==> src/rtl/apb_arb_pkg.sv <==
// Shared definitions for the APB requester arbiter.
//   arb_state_t : arbiter FSM states (IDLE -> CMD -> WAIT -> RESP -> IDLE)
//   RW_WRITE / RW_READ : encoding of the per-requester direction bit
//   DEF_* : default parameter values used by the arbiter and its picker
package apb_arb_pkg;

    typedef enum logic [1:0] {
        IDLE = 2'd0,
        CMD  = 2'd1,
        WAIT = 2'd2,
        RESP = 2'd3
    } arb_state_t;

    localparam logic RW_WRITE = 1'b1;
    localparam logic RW_READ  = 1'b0;

    localparam int DEF_NREQ    = 2;
    localparam int DEF_AW      = 9;
    localparam int DEF_DW      = 8;
    localparam int DEF_TIMEOUT = 64;

endpackage

==> src/rtl/apb_rr_picker.sv <==
// Combinational round-robin picker.
//   req     : request vector
//   ptr     : index where the search starts
//   winner  : one-hot, first requester at or after ptr (wrapping)
//   any_req : at least one request is active
module apb_rr_picker
    import apb_arb_pkg::*;
#(
    parameter int NREQ  = DEF_NREQ,
    parameter int PTR_W = (NREQ > 1) ? $clog2(NREQ) : 1
) (
    input  logic [NREQ-1:0]  req,
    input  logic [PTR_W-1:0] ptr,
    output logic [NREQ-1:0]  winner,
    output logic             any_req
);

    always_comb begin
        int idx;
        idx     = 0;
        winner  = '0;
        any_req = |req;
        for (int off = 0; off < NREQ; off++) begin
            // ptr is always < NREQ, so one subtraction is enough to wrap
            idx = int'(ptr) + off;
            if (idx >= NREQ) begin
                idx = idx - NREQ;
            end
            if ((winner == '0) && req[idx]) begin
                winner[idx] = 1'b1;
            end
        end
    end

endmodule

==> src/rtl/apb_req_arbiter.sv <==
// Shares one APB master-bridge command port among NREQ requesters with
// round-robin arbitration and one transfer in flight at a time.
// Ports:
//   pclk, presetn        : clock, async active-low reset
//   req/req_rw           : per-requester request and direction (1=write)
//   req_addr/req_wdata   : per-requester address / write data, packed slices
//   gnt                  : one-hot owner, high for the whole owned transfer
//   done/err             : one-cycle completion pulse to owner; err=timeout
//   rdata                : captured read data, held between reads
//   transfer, read_write : bridge command
//   apb_write_paddr/apb_write_data/apb_read_paddr : bridge command fields
//   apb_read_data_out    : bridge read data
//   xfer_done            : bridge completion pulse
module apb_req_arbiter
    import apb_arb_pkg::*;
#(
    parameter int NREQ    = DEF_NREQ,
    parameter int AW      = DEF_AW,
    parameter int DW      = DEF_DW,
    parameter int TIMEOUT = DEF_TIMEOUT
) (
    input  logic             pclk,
    input  logic             presetn,
    input  logic [NREQ-1:0]  req,
    input  logic [NREQ-1:0]  req_rw,
    input  logic [NREQ*AW-1:0] req_addr,
    input  logic [NREQ*DW-1:0] req_wdata,
    output logic [NREQ-1:0]  gnt,
    output logic [NREQ-1:0]  done,
    output logic             err,
    output logic [DW-1:0]    rdata,
    output logic             transfer,
    output logic             read_write,
    output logic [AW-1:0]    apb_write_paddr,
    output logic [DW-1:0]    apb_write_data,
    output logic [AW-1:0]    apb_read_paddr,
    input  logic [DW-1:0]    apb_read_data_out,
    input  logic             xfer_done
);

    localparam int PTR_W = (NREQ > 1) ? $clog2(NREQ) : 1;
    localparam int CNT_W = $clog2(TIMEOUT);
    localparam logic [CNT_W-1:0] TERM = CNT_W'(TIMEOUT - 1);

    function automatic logic [CNT_W-1:0] sat_inc(input logic [CNT_W-1:0] v);
        return (v == '1) ? v : v + 1'b1;
    endfunction

    arb_state_t         state, state_nxt;
    logic [PTR_W-1:0]   ptr;
    logic [CNT_W-1:0]   tcnt;
    logic [NREQ-1:0]    win_oh;
    logic               any_req;
    logic               win_rw;
    logic [AW-1:0]      win_addr;
    logic [DW-1:0]      win_wdata;
    logic [PTR_W-1:0]   win_idx;
    logic [PTR_W-1:0]   ptr_nxt;
    logic               grant_take;
    logic               finish;

    apb_rr_picker #(
        .NREQ  (NREQ),
        .PTR_W (PTR_W)
    ) u_picker (
        .req     (req),
        .ptr     (ptr),
        .winner  (win_oh),
        .any_req (any_req)
    );

    // Select the winner's command fields from the packed request buses
    always_comb begin
        win_rw    = 1'b0;
        win_addr  = '0;
        win_wdata = '0;
        win_idx   = '0;
        for (int i = 0; i < NREQ; i++) begin
            if (win_oh[i]) begin
                win_rw    = req_rw[i];
                win_addr  = req_addr[i*AW +: AW];
                win_wdata = req_wdata[i*DW +: DW];
                win_idx   = PTR_W'(i);
            end
        end
        ptr_nxt = (win_idx == PTR_W'(NREQ - 1)) ? '0 : win_idx + 1'b1;
    end

    // Requests are only sampled in IDLE, so a request raised during RESP
    // waits one more cycle; xfer_done only matters in WAIT.
    assign grant_take = (state == IDLE) && any_req;
    assign finish     = (state == WAIT) && (xfer_done || (tcnt == TERM));

    always_comb begin
        state_nxt = state;
        case (state)
            IDLE:    if (any_req) state_nxt = CMD;
            CMD:     state_nxt = WAIT;
            WAIT:    if (finish) state_nxt = RESP;
            RESP:    state_nxt = IDLE;
            default: state_nxt = IDLE;
        endcase
    end

    always_ff @(posedge pclk or negedge presetn) begin
        if (!presetn) begin
            state <= IDLE;
        end else begin
            state <= state_nxt;
        end
    end

    always_ff @(posedge pclk or negedge presetn) begin
        if (!presetn) begin
            ptr             <= '0;
            tcnt            <= '0;
            gnt             <= '0;
            done            <= '0;
            err             <= 1'b0;
            rdata           <= '0;
            transfer        <= 1'b0;
            read_write      <= 1'b0;
            apb_write_paddr <= '0;
            apb_write_data  <= '0;
            apb_read_paddr  <= '0;
        end else begin
            done <= '0;
            err  <= 1'b0;

            if (grant_take) begin
                gnt        <= win_oh;
                transfer   <= 1'b1;
                read_write <= win_rw;
                ptr        <= ptr_nxt;
                tcnt       <= '0;
                // Only the field used by this direction moves; the other
                // bridge address keeps its last value.
                if (win_rw == RW_WRITE) begin
                    apb_write_paddr <= win_addr;
                    apb_write_data  <= win_wdata;
                end else begin
                    apb_read_paddr <= win_addr;
                end
            end

            if (state == WAIT) begin
                tcnt <= sat_inc(tcnt);
            end

            if (finish) begin
                done     <= gnt;
                // A completion on the terminal-count cycle is still a success
                err      <= ~xfer_done;
                gnt      <= '0;
                transfer <= 1'b0;
                if (xfer_done && (read_write == RW_READ)) begin
                    rdata <= apb_read_data_out;
                end
            end
        end
    end

endmodule

==> config.mk <==
export PLATFORM = sky130hd
export DESIGN_NAME = apb_req_arbiter
export DESIGN_NICKNAME = d
export VERILOG_FILES = /design/src/rtl/apb_arb_pkg.sv /design/src/rtl/apb_rr_picker.sv /design/src/rtl/apb_req_arbiter.sv
export SDC_FILE = /design/constraint.sdc
export NUM_CORES = 1
export LEC_CHECK = 0
export CORE_ASPECT_RATIO = 1.4
export CORE_MARGIN = 1.5
export CORE_UTILIZATION = 43
export CTS_CLUSTER_SIZE = 16
export DETAILED_ROUTE_END_ITERATION = 6
export GPL_TIMING_DRIVEN = 0
export PLACE_DENSITY = 0.9
export SLEW_MARGIN = 20
export SYNTH_ARGS = -nofsm -noshare
export SYNTH_HDL_FRONTEND = slang
export SYNTH_SLANG_ARGS = --single-unit
==> constraint.sdc <==
create_clock -name pclk -period 2.35 [get_ports pclk]
set_input_delay 0.705 -clock pclk [delete_from_list [all_inputs] [get_ports pclk]]
set_output_delay 0.705 -clock pclk [all_outputs]
set_load 0.005 [all_outputs]
# Word-level counts from Yosys, hierarchy flattened
# Index checks and enable logic that the tools add are counted.
# classes
magnitude_cmp	6
n_addsub	5
reduce_logical	17
mux	34
n_bitwise	4
eq_ne	7
# ops
cell	count
$ge A32 B1 Y1 const B	2
$lt A32 B3 Y1 const B	2
$mux W32	2
$ge A32 B3 Y1 const B	1
$sub A32 B3 Y32 const B	1
$mux W6	3
$mux W9	2
$mux W8	2
$mux W1	15
$mux W2	7
$reduce_and A2 Y1	5
$pmux W2 S4	1
$add A6 B1 Y6 const B	1
$eq A6 B6 Y1 const B	1
$logic_and A1 B1 Y1	6
$ne A2 B2 Y1 const B	3
$eq A2 B2 Y1 const B	2
$logic_not A2 Y1	2
$reduce_bool A2 Y1	2
$not A1 Y1	3
$sub A1 B2 Y3 const B	1
$add A1 B1 Y2 const B	1
$demux W1 S1	2
$eq A2 B1 Y1 const B	1
other kinds (5)	5
# word_totals
register_bits	50
in_bits	49
wordCells	85
output_inout_bits	41

# Logic depth before layout (Yosys ltp)
# logic_depth
word_depth	14
ltp_mapped	7
mapped_depth_nobuf	6

# Modules after synthesis
# A second synthesis with hierarchy kept.
# unflattened
hier_cells	185
hier_area_um2	2318.5
# by_module_without_submodules
mod	n_inst	cells_each	seq_area_each_um2	area_each_um2
apb_req_arbiter	1	181	1251.2	2293.4
apb_rr_picker	1	4	0.0	25.0

# Worst setup path after synthesis
# OpenSTA, ideal clock, no wires.
# synth_timing
kind	input port to flip-flop
start	input req[0]
end	register apb_write_data[0]
arrival_time_ps	1777
path_buffers	1
setup_ps	127
required_time_ps	2223
path_slack_ps	445
path_stages	5
cell_sequence	a21boi_1 -> and3_1 -> a31oi_4 -> buf_6 -> mux2_1
# synth_via
elab_chain_len	10
word_cells_on_any_way	18
classes_between	mux (12); bitwise (1); reduce/logical (5)
# synth_rtl
element	line_no	rtl
start: declaration	apb_req_arbiter.sv:24	input logic [NREQ-1:0] req,
$mux W1 (not written as such) (3 in series)	apb_rr_picker.sv:29	if ((winner == '0) && req[idx]) begin
$mux W2	apb_rr_picker.sv:29	
$logic_not A2 Y1	apb_rr_picker.sv:29	
$logic_and A1 B1 Y1	apb_rr_picker.sv:29	
$mux W2	apb_rr_picker.sv:29	
$mux W1 (2 in series)	apb_req_arbiter.sv:79	if (win_oh[i]) begin
$reduce_and A2 Y1 (no source line)	--	
end signal: assignment	apb_req_arbiter.sv:140	apb_write_data <= win_wdata;
end: declaration	apb_req_arbiter.sv:35	output logic [DW-1:0] apb_write_data,
# Parallel ways exist; a longest one is shown, timed or not. The select of a mux whose other input is x is not followed.
# A chain may end at the register's enable or synchronous reset.

# Worst setup path after layout
# layout_timing
start	input req[0]
end	register apb_write_paddr[2]
# layout_via
elab_chain_len	10
word_cells_on_any_way	18
classes_between	mux (12); bitwise (1); reduce/logical (5)
# layout_rtl
element	line_no	rtl
$mux W1 (not written as such) (3 in series)	apb_rr_picker.sv:29	
$mux W2	apb_rr_picker.sv:29	
$logic_not A2 Y1	apb_rr_picker.sv:29	
$logic_and A1 B1 Y1	apb_rr_picker.sv:29	
$mux W2	apb_rr_picker.sv:29	
$mux W1 (2 in series)	apb_req_arbiter.sv:79	
$reduce_and A2 Y1 (no source line)	--	
end signal: assignment	apb_req_arbiter.sv:139	apb_write_paddr <= win_addr;
end: declaration	apb_req_arbiter.sv:34	output logic [AW-1:0] apb_write_paddr,
# Parallel ways exist; a longest one is shown, timed or not. The select of a mux whose other input is x is not followed.

==> flow_summary_export.csv <==
group,metric,value,unit
outcome,status,"completed",
critical_path,crit_required,2.53,ns
timing,finalHoldViolations,0,
clock_tree,cts-resized-gates,0,
timing,slew_headroom,52.0,%
clock_tree,clk_pin_slew,0.09,ns
routing,viasPerCell,5.12,
timing,tightest_slew,0.715,ns
pwr,clkPwrFrac,16.0,%
timing,fin_setup_tns,0,ns
clock_tree,cts_buffers,5,
logic_synthesis,yosys_warnings,0,
pwr,switching_share,29.5,%
pwr,p_int,2.60,mW
routing,drt-initial-drc-count,36,
cells_and_area,instances_no_fill,339,
routing,firstDrtPassIters,4,
placed_design,numPortBuffers,89,
critical_path,critPathArrivalTime,2.39,ns
critical_path,critPathLaunchType,"primary input",
routing,wl,5140,um
clock_tree,ctsHtreeMaxLevel,2,
logic_synthesis,ys_seq_area_share,55.2,%
logic_synthesis,synth_edf_count,0,
timing,rsz0062_at_grt,"no",
placed_design,dpl_cell_area,0.00325,mm2
clock_tree,hold_buffers,0,
global_routing,grt_pass1_vias,1688,
pwr,pwr-share-seq,38.4,%
cells_and_area,drive_gt1_share,16.5,%
floorplanning,die_h,88.9,um
logic_synthesis,synth-async-reset-ratio,100,%
global_routing,gr-total-overflow,0,
pwr,power.switching,1.09,mW
clock_tree,clock_latency,0.30,ns
routing,via_count,1736,
logic_synthesis,ys_ff_latch,50,
routing,ant_nets,0,
logic_synthesis,netlist_instances,172,
global_routing,grt_max_degree,29,
pwr,ir_drop,0.515,mV
critical_path,worst_setup_path_end_kind,"register",
pwr,powerDensity,1090,mW/mm2
logic_synthesis,synth_area_per_cell,13.2,um2
timing,max_clock_freq,454,MHz
clock_tree,clockBufferDepth,2,
pwr,p_leak,1.49,nW
timing,setup_viol,0,
floorplanning,num_rows,31,
cells_and_area,antenna_cells,0,
cells_and_area,multi_input_area,942,um2
global_routing,grt_pass1_wl,8040,um
timing,clock_skew,0.00989,ns
cells_and_area,final_cell_area,0.00338,mm2
logic_synthesis,syn_area,0.00227,mm2
timing,period_share,93.8,%
critical_path,r2r-start,"state[0]",
cells_and_area,synthToLayoutAreaGrowth,49.3,%
floorplanning,start_util,44.3,%
clock_tree,clock-root-buffer,"clkbuf_8",
routing,route.detailed.drc,0,
placed_design,dp_hpwl,3880,um
flow_run,max-cap-violations,0,
cells_and_area,seqCellArea,0.00125,mm2
critical_path,critPathMaxFanout,10,
timing,drv_slew,0,
timing,min_period,2.21,ns
cells_and_area,final_nets,324,
logic_synthesis,yosysUniqueCellTypes,36,
critical_path,crit_type,"primary input to register",
placed_design,dp_cells,328,
clock_tree,cts.sinks,50,
min_path,holdCritPathClass,"primary input to async pin",
floorplanning,core,0.00512,mm2
floorplanning,io_pins,90,
cells_and_area,n_fill_cell,379,
floorplanning,die_width,64.4,um
global_routing,antenna_found_initial,0,
global_routing,grt_usage,18.5,%
pwr,combPwrFrac,45.5,%
floorplanning,dieArea,0.00572,mm2
placed_design,finalWeightedCongestion,0.761,
logic_synthesis,syn_nets,224,
routing,wire_per_inst,15.2,um
logic_synthesis,synth_flop_cell,"dfrtp_1",
cells_and_area,fin_util,66.1,%
clock_tree,tritoncts,"built",
critical_path,critPathLaunch,"req[0]",
-- worst max-delay path, stage by stage --
cell and delay, ns:
clkdlybuf4s50_1 0.51, a21boi_1 0.20, and3_1 0.22, a31oi_4 0.21
buf_6 0.19, mux2_1 0.34
-- power by group through the flow --
stage	logic, mW	clock network (mW)	registers, mW
after floorplan	0.761	0	1.44
after global placement	1.62	0	1.41
after detailed placement	1.68	0	1.44
after CTS	1.69	0.604	1.42
after global routing	1.83	0.635	1.47
final	1.68	0.591	1.42
-- path summary, 6_finish.rpt --
path                                       to  slack, ns  cells after the start
hold reg to reg                      state[0]       0.50                      1
hold / removal             apb_write_paddr[5]       0.37                      1
setup reg to reg            apb_read_paddr[7]       0.45                      6
min in group pclk                    state[0]       0.50                      1
setup / recovery           apb_write_paddr[2]       0.14                      6
max in group asynchronous             tcnt[0]       1.44                      2
-- per-stage QoR --
step	setup slack [ns]	hold slack, ns	power (mW)
after floorplan	0.445	0.409	2.21
final	0.145	0.373	3.69
after global placement	-0.844	0.472	3.03
after global routing	0.0562	0.403	3.93
after detailed placement	-0.306	0.482	3.12
after CTS	0.00249	0.384	3.71
-- cells in the mapped netlist (2+ instances only) --
library cell / instances / area, um2
dfrtp_1: 50 / 1250
nand3_1: 3 / 15.0
nor2_1: 5 / 18.8
a31oi_4: 2 / 42.5
clkbuf_1: 2 / 7.51
mux2_1: 10 / 113
a21boi_1: 2 / 15.0
a221oi_1: 2 / 17.5
a21oi_1: 8 / 40.0
ha_1: 3 / 37.5
inv_1: 8 / 30.0
buf_2: 4 / 20.0
and2_1: 3 / 18.8
nand2_1: 5 / 18.8
mux2i_1: 3 / 30.0
a22o_1: 18 / 158
mux2_2: 25 / 282
-- what timing repair did --
action,4_1_cts,5_1_grt
endpoints found under the hold margin,0,0
setup endpoints to repair,0,10
buffers inserted,0,3
-- per-layer routing --
| metal | routed length (um) | vias up | GRT usage [%] |
|---|---|---|---|
| li1 | - | 833 | - |
| met2 | 2670 | 65 | 33.5 |
| met3 | 286 | 8 | 4.28 |
| met1 | 2100 | 830 | 21.5 |
| met4 | 85 | 0 | 6.96 |
| met5 | 0 | - | 0 |
-- cells by family (layout without fill, tap and decap cells) --
kind of cell	count (synthesis)	count (layout)	synth area share, %
DFF	50	50	55.2
AOI/OAI and AO/OA	41	41	15.5
muxes	38	38	18.7
and+or+nand+nor	23	23	5.30
buffers and inverters	16	117	3.20
adders and majority gates	3	3	1.66
xor gates and xnor gates	1	1	0.387
-- cell type report --
cell class / instances / area share, %
multi-input combinational: 106 / 27.8
inverter: 9 / 0.999
tap: 66 / 2.44
buffer: 7 / 1.15
sequential: 50 / 37.0
clock buffer: 7 / 2.26
clock inverter: 1 / 0.888
timing repair buffer: 93 / 27.4
-- flip-flops by register name, summed over array words and instances (netlist names) --
register         flops
err                  1
read_write           1
done                 2
transfer             1
gnt                  2
apb_write_data       8
tcnt                 6
rdata                8
apb_write_paddr      9
state                2
ptr                  1
apb_read_paddr       9
-- cells in the final DEF, fill, tap and decap left out, types with 8 or more instances in the layout --
cell,synthesis,layout
a21oi_1,8,8
a22o_1,18,18
clkdlybuf4s50_1,0,88
dfrtp_1,50,50
inv_1,8,8
mux2_1,10,10
mux2_2,25,25
No activity file was read; power rests on OpenSTA's default activity.
